$ cat config.mk
export PLATFORM = sky130hd
export DESIGN_NAME = prog_sequencer
export DESIGN_NICKNAME = d
export VERILOG_FILES = /design/src/rtl/prog_sequencer.sv
export SDC_FILE = /design/constraint.sdc
export NUM_CORES = 1
export LEC_CHECK = 0
export CORE_ASPECT_RATIO = 1.25
export CORE_UTILIZATION = 40
export DETAILED_ROUTE_END_ITERATION = 8
export PLACE_DENSITY = 0.66
export SLEW_MARGIN = 40
export SYNTH_ARGS = -nofsm -noshare
export SYNTH_HDL_FRONTEND = slang
export SYNTH_SLANG_ARGS = --single-unit
$ cat constraint.sdc
create_clock -name Clk -period 2.4 [get_ports Clk]
set_input_delay 0.6 -clock Clk [delete_from_list [all_inputs] [get_ports Clk]]
set_output_delay 0.6 -clock Clk [all_outputs]
set_load 0.02 [all_outputs]
$ cat src/rtl/prog_sequencer.sv
// Program sequencer: IDLE/RUN/HALT control, next-PC selection with call/return stack,
// sticky stack error flag and saturating cycle/instruction counters.
module prog_sequencer #(
    parameter int unsigned PW = 10,
    parameter int unsigned SD = 4,
    parameter int unsigned CW = 16
) (
    input  logic          Clk,
    input  logic          Reset,
    input  logic          Start,
    input  logic [PW-1:0] StartAddr,
    input  logic          Stall,
    input  logic          HaltOp,
    input  logic          BranchAbs,
    input  logic          BranchRelEn,
    input  logic          Flag,
    input  logic          Call,
    input  logic          Ret,
    input  logic [PW-1:0] Target,
    output logic [PW-1:0] ProgCtr,
    output logic          Ack,
    output logic          Running,
    output logic          StackErr,
    output logic [CW-1:0] CycleCt,
    output logic [CW-1:0] InstCt
);

    localparam int unsigned SpW  = $clog2(SD + 1);
    localparam int unsigned IdxW = $clog2(SD);

    typedef enum logic [1:0] {StIdle, StRun, StHalt} state_e;

    state_e          state_q, state_d;
    logic [PW-1:0]   pc_q, pc_d;
    logic [SpW-1:0]  sp_q, sp_d;
    logic            err_q, err_d;
    logic [CW-1:0]   cyc_q, cyc_d;
    logic [CW-1:0]   inst_q, inst_d;
    logic [PW-1:0]   stack_q [SD];

    logic            push;
    logic [PW-1:0]   pc_inc;
    logic [IdxW-1:0] push_idx;
    logic [IdxW-1:0] top_idx;
    logic            stack_full;
    logic            stack_empty;

    assign pc_inc      = pc_q + PW'(1);
    assign push_idx    = IdxW'(sp_q);
    assign top_idx     = IdxW'(sp_q - SpW'(1));
    assign stack_full  = (sp_q == SpW'(SD));
    assign stack_empty = (sp_q == '0);

    always_comb begin
        state_d = state_q;
        pc_d    = pc_q;
        sp_d    = sp_q;
        err_d   = err_q;
        cyc_d   = cyc_q;
        inst_d  = inst_q;
        push    = 1'b0;

        if (Start) begin
            state_d = StRun;
            pc_d    = StartAddr;
            sp_d    = '0;
            err_d   = 1'b0;
            cyc_d   = '0;
            inst_d  = '0;
        end else if (state_q == StRun) begin
            if (cyc_q != '1) cyc_d = cyc_q + CW'(1);
            if (!Stall) begin
                if (inst_q != '1) inst_d = inst_q + CW'(1);
                if (HaltOp) begin
                    state_d = StHalt;
                end else if (Ret) begin
                    if (stack_empty) begin
                        err_d   = 1'b1;
                        state_d = StHalt;
                    end else begin
                        pc_d = stack_q[top_idx];
                        sp_d = sp_q - SpW'(1);
                    end
                end else if (Call) begin
                    if (stack_full) begin
                        err_d   = 1'b1;
                        state_d = StHalt;
                    end else begin
                        push = 1'b1;
                        sp_d = sp_q + SpW'(1);
                        pc_d = Target;
                    end
                end else if (BranchAbs) begin
                    pc_d = Target;
                end else if (BranchRelEn && Flag) begin
                    // Two's-complement offset: modular add equals sign-extended add.
                    pc_d = pc_q + Target;
                end else begin
                    pc_d = pc_inc;
                end
            end
        end
    end

    always_ff @(posedge Clk) begin
        if (Reset) begin
            state_q <= StIdle;
            pc_q    <= '0;
            sp_q    <= '0;
            err_q   <= 1'b0;
            cyc_q   <= '0;
            inst_q  <= '0;
        end else begin
            state_q <= state_d;
            pc_q    <= pc_d;
            sp_q    <= sp_d;
            err_q   <= err_d;
            cyc_q   <= cyc_d;
            inst_q  <= inst_d;
        end
    end

    // Entries above the stack pointer are dead, so the array needs no reset.
    always_ff @(posedge Clk) begin
        if (!Reset && push) stack_q[push_idx] <= pc_inc;
    end

    assign ProgCtr  = pc_q;
    assign Ack      = (state_q == StHalt);
    assign Running  = (state_q == StRun);
    assign StackErr = err_q;
    assign CycleCt  = cyc_q;
    assign InstCt   = inst_q;

endmodule

-- Yosys cells after proc, flatten, opt, wreduce, memory -nomap -nowiden
Memory sizes are Yosys's and may differ from the RTL's.
Index checks and enable logic that the tools add are counted.
- bits in registers: 48
- bits in writable memories: 40
- output and inout bits: 45
- logic and storage cells: 84
- memories: 1
- add/subtract/negate cells: 6
- eq/ne operators: 14
- mux-type cells: 35
- bitwise gates (word level): 2
- reductions and logical operators: 19
- memory list (name ; words ; bits a word ; read ports ; clocked after Yosys merged registers in ; wr ports ; line ; text):
    stack_q ; 4 ; 10 ; 1 ; 0 ; 1 ; 39 ; logic [PW-1:0] stack_q [SD];
- operator list (kind ; number):
    $mux 10 ; 10
    $add 16x1->16 const B ; 2
    $ne 16x16->1 const B ; 2
    $mux 1 ; 16
    $reduce_and 5->1 ; 3
    $mux 3 ; 4
    $reduce_and 6->1 ; 2
    $add 10x1->10 const B ; 1
    $add 10x10->10 ; 1
    $mux 2 ; 5
    $ne 2x2->1 const B ; 4
    $reduce_bool 4->1 ; 2
    $reduce_bool 2->1 ; 3
    $reduce_bool 3->1 ; 2
    $ne 4x3->1 const B ; 1
    $ne 4x4->1 const B ; 1
    $add 3x1->3 const B ; 1
    $eq 3x3->1 const B ; 1
    $logic_not 3->1 ; 1
    $ne 3x2->1 const B ; 1
    $ne 3x3->1 const B ; 1
    $reduce_and 3->1 ; 1
    $sub 3x1->3 const B ; 1
    $eq 2x1->1 const B ; 1
    7 further kinds ; 9

-- Longest topological paths before layout
- depth after elaboration: 11
- mapped depth: 9
- depth with buffers taken out: 8

-- Worst setup path after synthesis
No wires, ideal clock.
- path kind: input port to flip-flop
- from: input Target[0]
- to: register pc_q[6], in the netlist ProgCtr[6]
- library setup time: 0.092 ns
- data arrival time: 2.365 ns
- required time: 2.308 ns
- path slack: -0.057 ns
- cell stages on the path: 8
- cells stage by stage: ha_1 -> fa_1 -> a211o_1 -> o211ai_1 -> mux2_2 -> a21oi_1 -> a211oi_1 -> o32ai_1
- word-level cells in the longest chain between the ends: 9
- RTL lines (element ; line ; text):
    start: declaration ; 19 ; input logic [PW-1:0] Target,
    $add 10x10->10 ; 97 ; pc_d = pc_q + Target;
    $mux 10 ; 95 ; end else if (BranchRelEn && Flag) begin
    $mux 10 ; 93 ; end else if (BranchAbs) begin
    $mux 10 ; 84 ; end else if (Call) begin
    $mux 10 ; 76 ; end else if (Ret) begin
    $mux 10 ; 74 ; if (HaltOp) begin
    $mux 10 ; 72 ; if (!Stall) begin
    $mux 10 ; 70 ; end else if (state_q == StRun) begin
    $mux 10 ; 63 ; if (Start) begin
    end signal: assignment ; 115 ; pc_q <= pc_d;
    end: declaration ; 34 ; logic [PW-1:0] pc_q, pc_d;
No other way between the ends. The select of a mux whose other input is x is not followed.
A chain may end at the register's enable or synchronous reset.

-- Worst setup path after layout
- from: input Target[3]
- to: register pc_q[8], in the netlist ProgCtr[8]
Same word-level chain as after synthesis.

==> load_flow_metrics.sql <==
INSERT INTO impl_metrics (metric_group, metric, value, unit) VALUES
('run_status', 'violated_checks', 'DRC', ''),
('final_layout', 'post_layout_nonfiller_instances', '722', ''),
('synthesis', 'synth-warning-count', '0', ''),
('floorplanning', 'initial_standard_cell_utilization_of_the_core', '0.4156', ''),
('synthesis', 'netlist_top_cells_area', 'sky130_fd_sc_hd__edfxtp_1 26%, sky130_fd_sc_hd__dfxtp_1 21%, sky130_fd_sc_hd__mux4_2 4.8%', ''),
('sta', 'final-hold-violation-count', '0', ''),
('global_routing', 'global_route.usage.total', '0.2025', ''),
('global_routing', 'globalRoute.busiestLayer', 'met2', ''),
('sta', 'final.hold.worst_slack', '0.4927', 'ns'),
('critical_path', 'crit_slowest_cell', 'sky130_fd_sc_hd__clkdlybuf4s50_1', ''),
('worst_hold_path', 'worst_hold_path.num_cells', '2', ''),
('clock_network', 'ctsRootBufferMaster', 'sky130_fd_sc_hd__clkbuf_16', ''),
('global_routing', 'globalRouteMet1Util', '0.2539', ''),
('critical_path', 'cp_data_arrival_time', '2.57', 'ns'),
('route', 'vias', '3963', ''),
('synthesis', 'yosysTopAreaCellShare', '0.2583', ''),
('placement', 'numPlacedInstances', '705', ''),
('final_layout', 'area.growth.synth_to_final', '34.44', '%'),
('route', 'postRouteWirelength', '11.94', 'mm'),
('critical_path', 'worstSetupEndpointType', 'register', ''),
('sta', 'achievable-frequency', '431.4', 'MHz'),
('floorplanning', 'dieArea', '0.01206', 'mm^2'),
('route', 'number_of_nets_with_antenna_violations_after_routing', '0', ''),
('clock_network', 'max-clock-path-buffers', '2', ''),
('sta', 'timing.clock.skew', '0.008548', 'ns'),
('critical_path', 'worstPathRequired', '2.65', 'ns'),
('clock_network', 'cts_buffers', '9', ''),
('clock_network', 'clk_transition_reported_paths', '0.07', 'ns'),
('sta', 'worst-slew-pin-transition', '0.5995', 'ns'),
('clock_network', 'cts_tree', 'done', ''),
('power_and_ir_drop', 'vdd_ir_drop_max', '0.0002999', 'V'),
('critical_path', 'timing.critical_path.from_type', 'input pin', ''),
('synthesis', 'synth_area_leader_cell', 'sky130_fd_sc_hd__edfxtp_1', ''),
('global_routing', 'grt_antenna_before_repair', '0', ''),
('global_routing', 'grt_util_met2', '0.3504', ''),
('floorplanning', 'chipWidth', '98.45', 'um'),
('power_and_ir_drop', 'total_leakage_power', '2.233', 'nW'),
('sta', 'slew_violations', '0', ''),
('run', 'max-cap-violations', '0', ''),
('synthesis', 'most_frequent_cell_after_synthesis', 'sky130_fd_sc_hd__nor2_1', ''),
('final_layout', 'fin_nets', '630', ''),
('global_routing', 'grt_pass1_wl', '19.02', 'mm'),
('synthesis', 'yosysSeqAreaShare', '0.4649', ''),
('critical_path', 'crit_path_max_incr_delay', '0.44', 'ns'),
('critical_path', 'worst-r2r-setup-slack', '0.24', 'ns'),
('route', 'remaining_drc_errors', '5', ''),
('global_routing', 'pin_count_of_the_biggest_net_entering_global_routing', '34', ''),
('critical_path', 'crit_path_start', 'Target[3]', ''),
('synthesis', 'synth.lib_cells_used.distinct', '52', ''),
('run_status', 'status', 'finished with violations', ''),
('placement', 'place_area', '0.005896', 'mm^2'),
('synthesis', 'synthesis.area', '0.004651', 'mm^2'),
('synthesis', 'synth-main-ff-cell', 'sky130_fd_sc_hd__dfxtp_1', ''),
('floorplanning', 'ioPinCount', '75', ''),
('route', 'routed_wire_length_per_instance', '16.54', 'um'),
('sta', 'worst_slack', '0.08202', 'ns'),
('clock_network', 'cts_hold_buffers', '0', ''),
('placement', 'port-buffer-count', '74', ''),
('final_layout', 'antennaDiodeCount', '0', ''),
('route', 'drtIter0Drc', '247', ''),
('synthesis', 'synth-edff-count', '40', ''),
('floorplanning', 'die_height', '122.6', 'um'),
('critical_path', 'worst_setup_path_class', 'input pin to register', ''),
('global_routing', 'grt-ovfl-total', '0', ''),
('power_and_ir_drop', 'p_per_area', '547.0', 'mW/mm^2'),
('route', 'dr.pass1.iters', '6', ''),
('sta', 'setup_violations', '0', ''),
('final_layout', 'fillers', '982', ''),
('final_layout', 'drive_gt1_frac', '0.1618', ''),
('synthesis', 'syn-instance-count', '464', ''),
('critical_path', 'rr_worst_depth', '8', '');
[per-stage QoR]
| step | utilization | setup TNS (ns) |
|---|---|---|
| 6_report | 0.5587 | 0 |
| 5_1_grt | 0.5587 | -0.004281 |
| 4_1_cts | 0.5539 | 0 |
| 3_5_place_dp | 0.5268 | -11.55 |
| 3_3_place_gp | 0.5268 | -13.09 |
| 2_1_floorplan | - | 0 |
[cells by family (layout without fill, tap and decap cells)]
logic type	Yosys count	count (layout)	share of synthesized area
AOI/OAI and AO/OA	89	89	0.1259
xor gates and xnor gates	37	37	0.06968
adders and majority gates	18	18	0.05004
buffers and inverters	32	155	0.02663
DFF	88	88	0.4649
muxes	14	14	0.05757
and+or+nand+nor	186	186	0.2053
[metal layers]
layer | wire [um] | part of all wire | vias to the layer above
li1 | - | - | 1950
met1 | 5272 | 0.44 | 1894
met3 | 468 | 0.039 | 18
met4 | 225 | 0.019 | 0
met5 | 0 | 0 | -
met2 | 5978 | 0.50 | 101
[final cells by class]
cell class                 instances  area (um^2)  share of cell area
tap                              135        168.9             0.02702
multi-input combinational        344         2430              0.3886
timing repair buffer             126         1155              0.1847
sequential                        88         2162              0.3458
clock buffer                       9        225.2             0.03602
clock inverter                     7        62.56             0.01001
inverter                          13        48.80            0.007805
[critical path: cells and delay by family]
family | cells | cell delay [ns]
and+or+nand+nor | 1 | 0.17
buffers and inverters | 4 | 0.87
muxes | 1 | 0.13
adders and majority gates | 1 | 0.35
AOI/OAI and AO/OA | 3 | 0.44
[worst paths after layout]
path | to
setup reg to reg | ProgCtr[5]$_SDFFE_PP0P_
hold / removal | StackErr$_SDFFE_PP0P_
setup / recovery | ProgCtr[8]$_SDFFE_PP0P_
hold reg to reg | StackErr$_SDFFE_PP0P_
[power breakdown]
part	leakage [nW]	total, mW	switching (mW)	internal (mW)
sequential	0.746	1.61	0.0259	1.58
clock	0.133	1.35	0.624	0.723
combinational	1.35	0.462	0.237	0.224
[layout by cell type, fill, tap and decap left out, types with 4 or more instances in the layout]
cell type / count
sky130_fd_sc_hd__nand3_1: 16
sky130_fd_sc_hd__o21ai_0: 19
sky130_fd_sc_hd__o211ai_1: 4
sky130_fd_sc_hd__and2_1: 7
sky130_fd_sc_hd__a211oi_1: 16
sky130_fd_sc_hd__nand2b_1: 8
sky130_fd_sc_hd__edfxtp_1: 40
sky130_fd_sc_hd__nand4_1: 10
sky130_fd_sc_hd__dfxtp_1: 48
sky130_fd_sc_hd__or3_1: 8
sky130_fd_sc_hd__nor2_1: 53
sky130_fd_sc_hd__a21oi_1: 19
sky130_fd_sc_hd__nor3_1: 13
sky130_fd_sc_hd__mux4_2: 10
sky130_fd_sc_hd__and3_1: 12
sky130_fd_sc_hd__nor2b_1: 5
sky130_fd_sc_hd__clkdlybuf4s50_1: 72
sky130_fd_sc_hd__xor2_1: 18
sky130_fd_sc_hd__buf_4: 50
sky130_fd_sc_hd__and4_1: 4
sky130_fd_sc_hd__ha_1: 13
sky130_fd_sc_hd__o32ai_1: 5
sky130_fd_sc_hd__nand2_1: 32
sky130_fd_sc_hd__xnor2_1: 17
sky130_fd_sc_hd__inv_1: 13
sky130_fd_sc_hd__clkbuf_16: 9
[what timing repair did]
item / 4_1_cts / 5_1_grt
setup buffers: 1 / 0
gates resized for setup: 5 / 12
pin swaps: 2 / 2
setup endpoints to repair: 6 / 7
[sequential cells by signal (all words and copies together), names as in the netlist]
signal,flops
InstCt,16
stack_q,40
sp_q,3
CycleCt,16
StackErr,1
state_q,2
ProgCtr,10
(Power assumes the default switching activity.)
